$ cat src/rtl/alu_pkg.sv
// Shared encodings for the ALU issue controller: unit selects, FSM states and
// function-code field positions.
package alu_pkg;

    typedef logic [1:0] unit_sel_t;

    localparam unit_sel_t UNIT_ARITH = 2'b00;
    localparam unit_sel_t UNIT_LOGIC = 2'b01;
    localparam unit_sel_t UNIT_CMP   = 2'b10;
    localparam unit_sel_t UNIT_SHIFT = 2'b11;

    localparam logic [1:0] ST_IDLE = 2'b00;
    localparam logic [1:0] ST_EXEC = 2'b01;
    localparam logic [1:0] ST_RESP = 2'b10;

    localparam int unsigned FUN_UNIT_HI = 3;
    localparam int unsigned FUN_UNIT_LO = 2;
    localparam int unsigned FUN_OP_HI   = 1;
    localparam int unsigned FUN_OP_LO   = 0;

    function automatic unit_sel_t fun_unit(input logic [3:0] fun);
        return fun[FUN_UNIT_HI:FUN_UNIT_LO];
    endfunction

    function automatic logic [1:0] fun_op(input logic [3:0] fun);
        return fun[FUN_OP_HI:FUN_OP_LO];
    endfunction

endpackage

$ cat src/rtl/alu_unit_decoder.sv
// Select -> one-hot unit enable, plus mux of the selected unit's flag and result.
module alu_unit_decoder
    import alu_pkg::*;
#(
    parameter int unsigned OUT_WIDTH = 16
) (
    input  logic [1:0]           sel,
    input  logic                 active,
    input  logic [3:0]           flags,
    input  logic [OUT_WIDTH-1:0] arith_out,
    input  logic [OUT_WIDTH-1:0] logic_out,
    input  logic [OUT_WIDTH-1:0] cmp_out,
    input  logic [OUT_WIDTH-1:0] shift_out,
    output logic [3:0]           en,
    output logic                 flag,
    output logic [OUT_WIDTH-1:0] out
);

    always_comb begin
        en   = 4'b0000;
        flag = 1'b0;
        out  = '0;
        unique case (sel)
            UNIT_ARITH: begin
                en[0] = active;
                flag  = flags[0];
                out   = arith_out;
            end
            UNIT_LOGIC: begin
                en[1] = active;
                flag  = flags[1];
                out   = logic_out;
            end
            UNIT_CMP: begin
                en[2] = active;
                flag  = flags[2];
                out   = cmp_out;
            end
            UNIT_SHIFT: begin
                en[3] = active;
                flag  = flags[3];
                out   = shift_out;
            end
            default: begin
                en   = 4'b0000;
                flag = 1'b0;
                out  = '0;
            end
        endcase
    end

endmodule

$ cat src/rtl/alu_issue_ctrl.sv
// Command front-end for the structural ALU: accepts one operation, enables a single
// execution unit until its flag, then presents the captured result downstream.
module alu_issue_ctrl
    import alu_pkg::*;
#(
    parameter int unsigned DATA_WIDTH     = 16,
    parameter int unsigned OUT_WIDTH      = 16,
    parameter int unsigned TIMEOUT_CYCLES = 8
) (
    input  logic                  CLK,
    input  logic                  RST,
    input  logic                  cmd_valid,
    output logic                  cmd_ready,
    input  logic [DATA_WIDTH-1:0] cmd_a,
    input  logic [DATA_WIDTH-1:0] cmd_b,
    input  logic [3:0]            cmd_fun,
    output logic [DATA_WIDTH-1:0] unit_a,
    output logic [DATA_WIDTH-1:0] unit_b,
    output logic [1:0]            unit_fun,
    output logic                  arith_en,
    output logic                  logic_en,
    output logic                  cmp_en,
    output logic                  shift_en,
    input  logic [OUT_WIDTH-1:0]  arith_out,
    input  logic [OUT_WIDTH-1:0]  logic_out,
    input  logic [OUT_WIDTH-1:0]  cmp_out,
    input  logic [OUT_WIDTH-1:0]  shift_out,
    input  logic                  arith_flag,
    input  logic                  logic_flag,
    input  logic                  cmp_flag,
    input  logic                  shift_flag,
    output logic                  res_valid,
    input  logic                  res_ready,
    output logic [OUT_WIDTH-1:0]  res_data,
    output logic [3:0]            res_fun,
    output logic                  res_err,
    output logic                  busy
);

    localparam int unsigned CNT_W = (TIMEOUT_CYCLES > 2) ? $clog2(TIMEOUT_CYCLES) : 1;
    localparam logic [CNT_W-1:0] CNT_LAST = CNT_W'(TIMEOUT_CYCLES - 1);

    logic [1:0]           state_q, state_d;
    logic [3:0]           fun_q;
    logic [CNT_W-1:0]     cnt_q;
    logic [DATA_WIDTH-1:0] unit_a_q, unit_b_q;
    logic [1:0]           unit_fun_q;
    logic [OUT_WIDTH-1:0] res_data_q;
    logic [3:0]           res_fun_q;
    logic                 res_err_q;

    logic                 in_idle, in_exec, in_resp;
    logic [3:0]           en;
    logic                 sel_flag;
    logic [OUT_WIDTH-1:0] sel_out;
    logic                 accept, take_flag, take_timeout;

    assign in_idle = (state_q == ST_IDLE);
    assign in_exec = (state_q == ST_EXEC);
    assign in_resp = (state_q == ST_RESP);

    // Enable depends only on registered state and fun, so it stays high through
    // the capture cycle and drops immediately on async reset.
    alu_unit_decoder #(
        .OUT_WIDTH (OUT_WIDTH)
    ) u_decoder (
        .sel       (fun_unit(fun_q)),
        .active    (in_exec),
        .flags     ({shift_flag, cmp_flag, logic_flag, arith_flag}),
        .arith_out (arith_out),
        .logic_out (logic_out),
        .cmp_out   (cmp_out),
        .shift_out (shift_out),
        .en        (en),
        .flag      (sel_flag),
        .out       (sel_out)
    );

    assign accept       = in_idle && cmd_valid;
    assign take_flag    = in_exec && sel_flag;
    assign take_timeout = in_exec && !sel_flag && (cnt_q == CNT_LAST);

    always_comb begin
        state_d = state_q;
        case (state_q)
            ST_IDLE: if (cmd_valid) state_d = ST_EXEC;
            ST_EXEC: if (take_flag || take_timeout) state_d = ST_RESP;
            ST_RESP: if (res_ready) state_d = ST_IDLE;
            default: state_d = ST_IDLE;
        endcase
    end

    always_ff @(posedge CLK or negedge RST) begin
        if (!RST) begin
            state_q    <= ST_IDLE;
            fun_q      <= 4'b0000;
            cnt_q      <= '0;
            unit_a_q   <= '0;
            unit_b_q   <= '0;
            unit_fun_q <= 2'b00;
            res_data_q <= '0;
            res_fun_q  <= 4'b0000;
            res_err_q  <= 1'b0;
        end else begin
            state_q <= state_d;
            if (accept) begin
                unit_a_q   <= cmd_a;
                unit_b_q   <= cmd_b;
                unit_fun_q <= fun_op(cmd_fun);
                fun_q      <= cmd_fun;
                cnt_q      <= '0;
            end
            if (take_flag) begin
                res_data_q <= sel_out;
                res_err_q  <= 1'b0;
                res_fun_q  <= fun_q;
            end else if (take_timeout) begin
                res_data_q <= '0;
                res_err_q  <= 1'b1;
                res_fun_q  <= fun_q;
            end else if (in_exec) begin
                cnt_q <= cnt_q + 1'b1;
            end
        end
    end

    assign cmd_ready = in_idle;
    assign res_valid = in_resp;
    assign busy      = !in_idle;
    assign arith_en  = en[0];
    assign logic_en  = en[1];
    assign cmp_en    = en[2];
    assign shift_en  = en[3];
    assign unit_a    = unit_a_q;
    assign unit_b    = unit_b_q;
    assign unit_fun  = unit_fun_q;
    assign res_data  = res_data_q;
    assign res_fun   = res_fun_q;
    assign res_err   = res_err_q;

endmodule

$ cat config.mk
export PLATFORM = sky130hd
export DESIGN_NAME = alu_issue_ctrl
export DESIGN_NICKNAME = d
export VERILOG_FILES = /design/src/rtl/alu_pkg.sv /design/src/rtl/alu_unit_decoder.sv /design/src/rtl/alu_issue_ctrl.sv
export SDC_FILE = /design/constraint.sdc
export NUM_CORES = 1
export LEC_CHECK = 0
export CORE_UTILIZATION = 39
export CTS_BUF_LIST = sky130_fd_sc_hd__clkbuf_16
export CTS_CLUSTER_SIZE = 8
export DETAILED_ROUTE_END_ITERATION = 8
export PLACE_DENSITY = 0.9
export SETUP_SLACK_MARGIN = 0.02
export SKIP_CTS_REPAIR_TIMING = 1
export SYNTH_ARGS = -nofsm -noshare
export SYNTH_HDL_FRONTEND = slang
export SYNTH_HIERARCHICAL = 1
export SYNTH_SLANG_ARGS = --single-unit
export TNS_END_PERCENT = 100
$ cat constraint.sdc
create_clock -name CLK -period 2.4 [get_ports CLK]
set_input_delay 0.72 -clock CLK [delete_from_list [all_inputs] [get_ports CLK]]
set_output_delay 0.72 -clock CLK [all_outputs]
set_load 0.05 [all_outputs]
Word level (Yosys, flattened, before mapping) --
Cells that the tools add are included.
Cells by class: add/subtract/negate cells 1, multipliers 0, div/mod/pow operators 0, order comparisons 0, eq/ne operators 9, shift-type cells 0, multiplexer cells 20, bitwise logic cells 0, reductions and logical operators 11
Operators with widths (count):
- case mux 16 bit (4 select lines) | 1
- two-way mux 16 bit | 2
- two-way mux 3 bit | 4
- two-way mux 4 bit | 2
- equality test 2 bit (second input constant) | 3
- two-way mux 1 bit | 6
- two-way mux 2 bit | 3
- case mux 2 bit (3 select lines) | 1
- equality test 2 x 1 -> 1 bit (second input constant) | 2
- logical AND 1 bit | 4
- zero test 2 bit | 2
- inequality test 2 x 1 -> 1 bit (second input constant) | 2
- case mux 1 bit (4 select lines) | 1
- adder 3 x 1 -> 3 bit (second input constant) | 1
- equality test 3 bit (second input constant) | 1
- AND reduction 3 bit | 1
- zero test 1 bit | 2
- inequality test 2 bit (second input constant) | 1
- nonzero test 2 bit | 1
- logical OR 1 bit | 1
Word-level totals: bits in registers 64, bits in latches 0, memory bits (writable) 0, ROM bits 0, bits of input ports 108, output and inout port bits 62, logic and storage cells 50, memories kept 0

Depth between registers and ports, before layout --
depth in word-level cells 8, mapped depth 6, mapped depth without buffers 5

Hierarchy --
Netlist, hierarchy kept.
By module, submodules not included:
- alu_issue_ctrl | times used 1, cells an instance 147, area each 2552.4 um^2, sequential area each 1551.5 um^2
- alu_unit_decoder | times used 1, cells an instance 25, area each 450.4 um^2, sequential area each 0.0 um^2

Least setup slack after synthesis --
No wires, ideal clock.
kind register to output, start reg state_q[1], end out arith_en, arrival time 1806 ps, data required time 1680 ps, path slack -126 ps, cell stages (with the launch flop) 3, path buffers 0, cell sequence dfrtp_1 -> nor2b_4 -> nor3b_1
On the way: cells in the longest elaborated chain, start to end 2
RTL lines:
- from (decl) | line alu_issue_ctrl.sv:43 | logic [1:0] state_q, state_d;
- from (signal assigned) | line alu_issue_ctrl.sv:105 | state_q <= state_d;
- equality test 2 x 1 -> 1 bit | line alu_issue_ctrl.sv:59 | assign in_exec = (state_q == ST_EXEC);
- named net in_exec | line alu_issue_ctrl.sv:52 | logic in_idle, in_exec, in_resp;
- two-way mux 1 bit | line alu_unit_decoder.sv:23 | unique case (sel)
- to (decl) | line alu_issue_ctrl.sv:20 | output logic arith_en,
The timed path passes the listed nets, and every way through them passes these cells.

==> flow_summary.yaml <==
status:
  status: "completed"
pwr:
  p_per_area_nw_per_um2: 1540
  p_leak_nw: 2.18
  peakVddDrop_uv: 675
sta:
  fmax_ghz: 0.449
  drv_slew: 0
  hold_viol_final: 0
  fin_crit_ps: 2230
  finalCritPeriodShare_pct: 92.8
  worst_pin_slew_ps: 532
  relSlewSlack_pct: 64.4
  setup_ws_ps: 173
  setup_viol: 0
  grt_setup_unrepaired: "false"
  fin_worst_skew_ps: 4.90
grt:
  met3_usage_pct: 5.08
  grt_use_met2_pct: 35.5
  grt_max_degree: 63
  grt_pass1_wl_um: 12500
  grt.total_usage_pct: 20.1
  grt_pass1_vias: 2394
  grt_busiest_layer: "met2"
  grtUsageMet1_pct: 23.5
  grt_antenna_before_repair: 0
  grt_overflow: 0
die:
  die-height_um: 89.7
  fp.dieW_um: 89.7
  die_area_um2: 8050
  core_area_um2: 7330
  start_util_pct: 41.0
  io_pins: 170
  placementRows: 31
final_layout:
  post-route-util_pct: 68.9
  syn2layout_area_growth_pct: 68.3
  nets: 459
  drive_above_1_share_pct: 26.8
  insertedDiodeCount: 0
critical_path:
  reg2reg_depth: 4
  cp-start-kind: "register"
  cp_slowest_cell: "clkdlybuf4s50_1"
  cp_max_fo: 3
  path_class: "reg -> out"
  slowest_delay_ps: 810
  end_kind: "primary output"
  critPathBufInv: 1
  cp.arrival_ps: 1510
  path_depth: 1
  critical_path.top_delay_family: "buffers and inverters"
  cp.required_ps: 1680
  regToRegSetupSlack_ps: 550
  crit_chain: "clkdlybuf4s50_1"
synthesis:
  yosysWarningCount: 6
  synth_seq_area_share_pct: 51.7
  syn_inst: 172
  syn_area_per_cell_um2: 17.5
  synth_seq_cells: 62
  synth_fp_nets: 282
  syn-cell-area_um2: 3000
  synth_cell_type_count: 24
clock_tree:
  cts_buffers: 9
  cts_max_path_buffers: 2
  clk_pin_slew_ps: 50
  insertion_delay_ps: 310
  root_buffer: "clkbuf_16"
  htreeDepth: 3
  cts_tree: "yes"
  clkSinkCount: 62
detailed_routing:
  initialDrtViolationCount: 48
  vias_per_cell: 4.96
  wl_per_cell_um: 17.5
  vias: 2248
  drc: 0
  firstDrtPassIters: 4
  drt_wl_total_um: 7920
  ant_nets: 0
placed_design:
  dpl.hpwl_um: 6100
  dp_slack_ps: -103
  placement.io_buffers: 169
  gp_congestion: 0.745
job:
  max_cap_viol_count: 0
worst_hold_path:
  holdCritPathClass: "in -> async"
[cells by family after synthesis]
kind of cell | share of synthesized area (%)
flip-flops | 51.7
AND/OR/NAND/NOR | 3.63
AO/OA/AOI/OAI | 5.87
buffers and inverters | 5.62
adder cells (fa/ha/maj) | 0.833
multiplexers | 32.4
[Yosys cell counts]
cell,instances,area share [%]
dfrtp_1,62,52
mux2_4,33,17
a22o_1,18,5.2
mux4_2,16,12
mux2_2,8,3.0
buf_6,6,2.2
buf_12,3,2.0
buf_2,3,0.50
inv_1,3,0.37
nor2_1,3,0.37
and3b_1,2,0.58
buf_4,2,0.50
ha_1,2,0.83
a21oi_1,1,0.17
and2_4,1,0.29
and3_1,1,0.21
mux4_1,1,0.88
nor2b_4,1,0.46
nor3b_1,1,0.25
nor3b_2,1,0.42
nor4b_4,1,0.79
o21ai_0,1,0.17
o21ai_2,1,0.29
or2b_1,1,0.25
[worst reg2reg max path, stage by stage, from the launching register on]
cell	delay (ps)
dfrtp_1	420
mux4_2	600
nor4b_4	300
nor2_1	130
mux2_2	280
[metal layers]
layer  routed length (um)  vias up
met5                    0        -
met4                  149        0
li1                     -     1008
met2                 4310       85
met1                 3060     1141
met3                  410       14
[placed cells by master, fill, tap and decap left out, types with 2 or more instances in the layout]
cell / Yosys / layout
nor2_1: 3 / 3
mux4_2: 16 / 16
dfrtp_1: 62 / 62
clkbuf_16: 0 / 9
buf_4: 2 / 13
ha_1: 2 / 2
inv_1: 3 / 5
a22o_1: 18 / 18
clkinv_2: 0 / 3
buf_12: 3 / 5
clkdlybuf4s50_1: 0 / 161
mux2_2: 8 / 8
and3b_1: 2 / 2
mux2_4: 33 / 33
[per-stage QoR]
stage               instance area, um^2  TNS [ps]  power, mW  hold WS [ps]  std cells
floorplan                          3010         0       5.26           424        172
global placement                   4790      -134       6.63           489        437
detailed placement                 4790      -486       6.74           491        437
CTS                                5050         0       7.87           422        453
global route                       5050         0       8.13           427        453
finish                             5050         0       7.80           393        453
[worst paths after layout]
kind | to | startpoint
max | unit_fun[1] | fun_q[1]
max in group asynchronous | fun_q[3] | RST
max reg2reg | cnt_q[0] | fun_q[2]
min in group CLK | unit_b[1] | unit_b[1]
min | unit_a[12] | RST
min reg2reg | unit_b[1] | unit_b[1]
[registers in the layout (all words and copies together) (netlist names)]
register  cells
res_fun       4
unit_b       16
res_err       1
cnt_q         3
fun_q         4
res_data     16
state_q       2
unit_a       16
[area by class of cell]
type                            instances  area, um^2
Clock buffer                            9         225
Sequential cell                        62        1550
Inverter                                3        11.3
Clock inverter                          7        33.8
Multi-Input combinational cell         93        1290
Tap cell                               99         124
Timing Repair Buffer                  180        1810
Fill cell                             509        2280
[power breakdown]
part | switching, mW | internal (mW)
Combinational | 2.68 | 2.10
Clock | 0.431 | 0.680
Sequential | 0.348 | 1.56
Total | 3.46 | 4.34
Power figures use the tool's default switching activity.
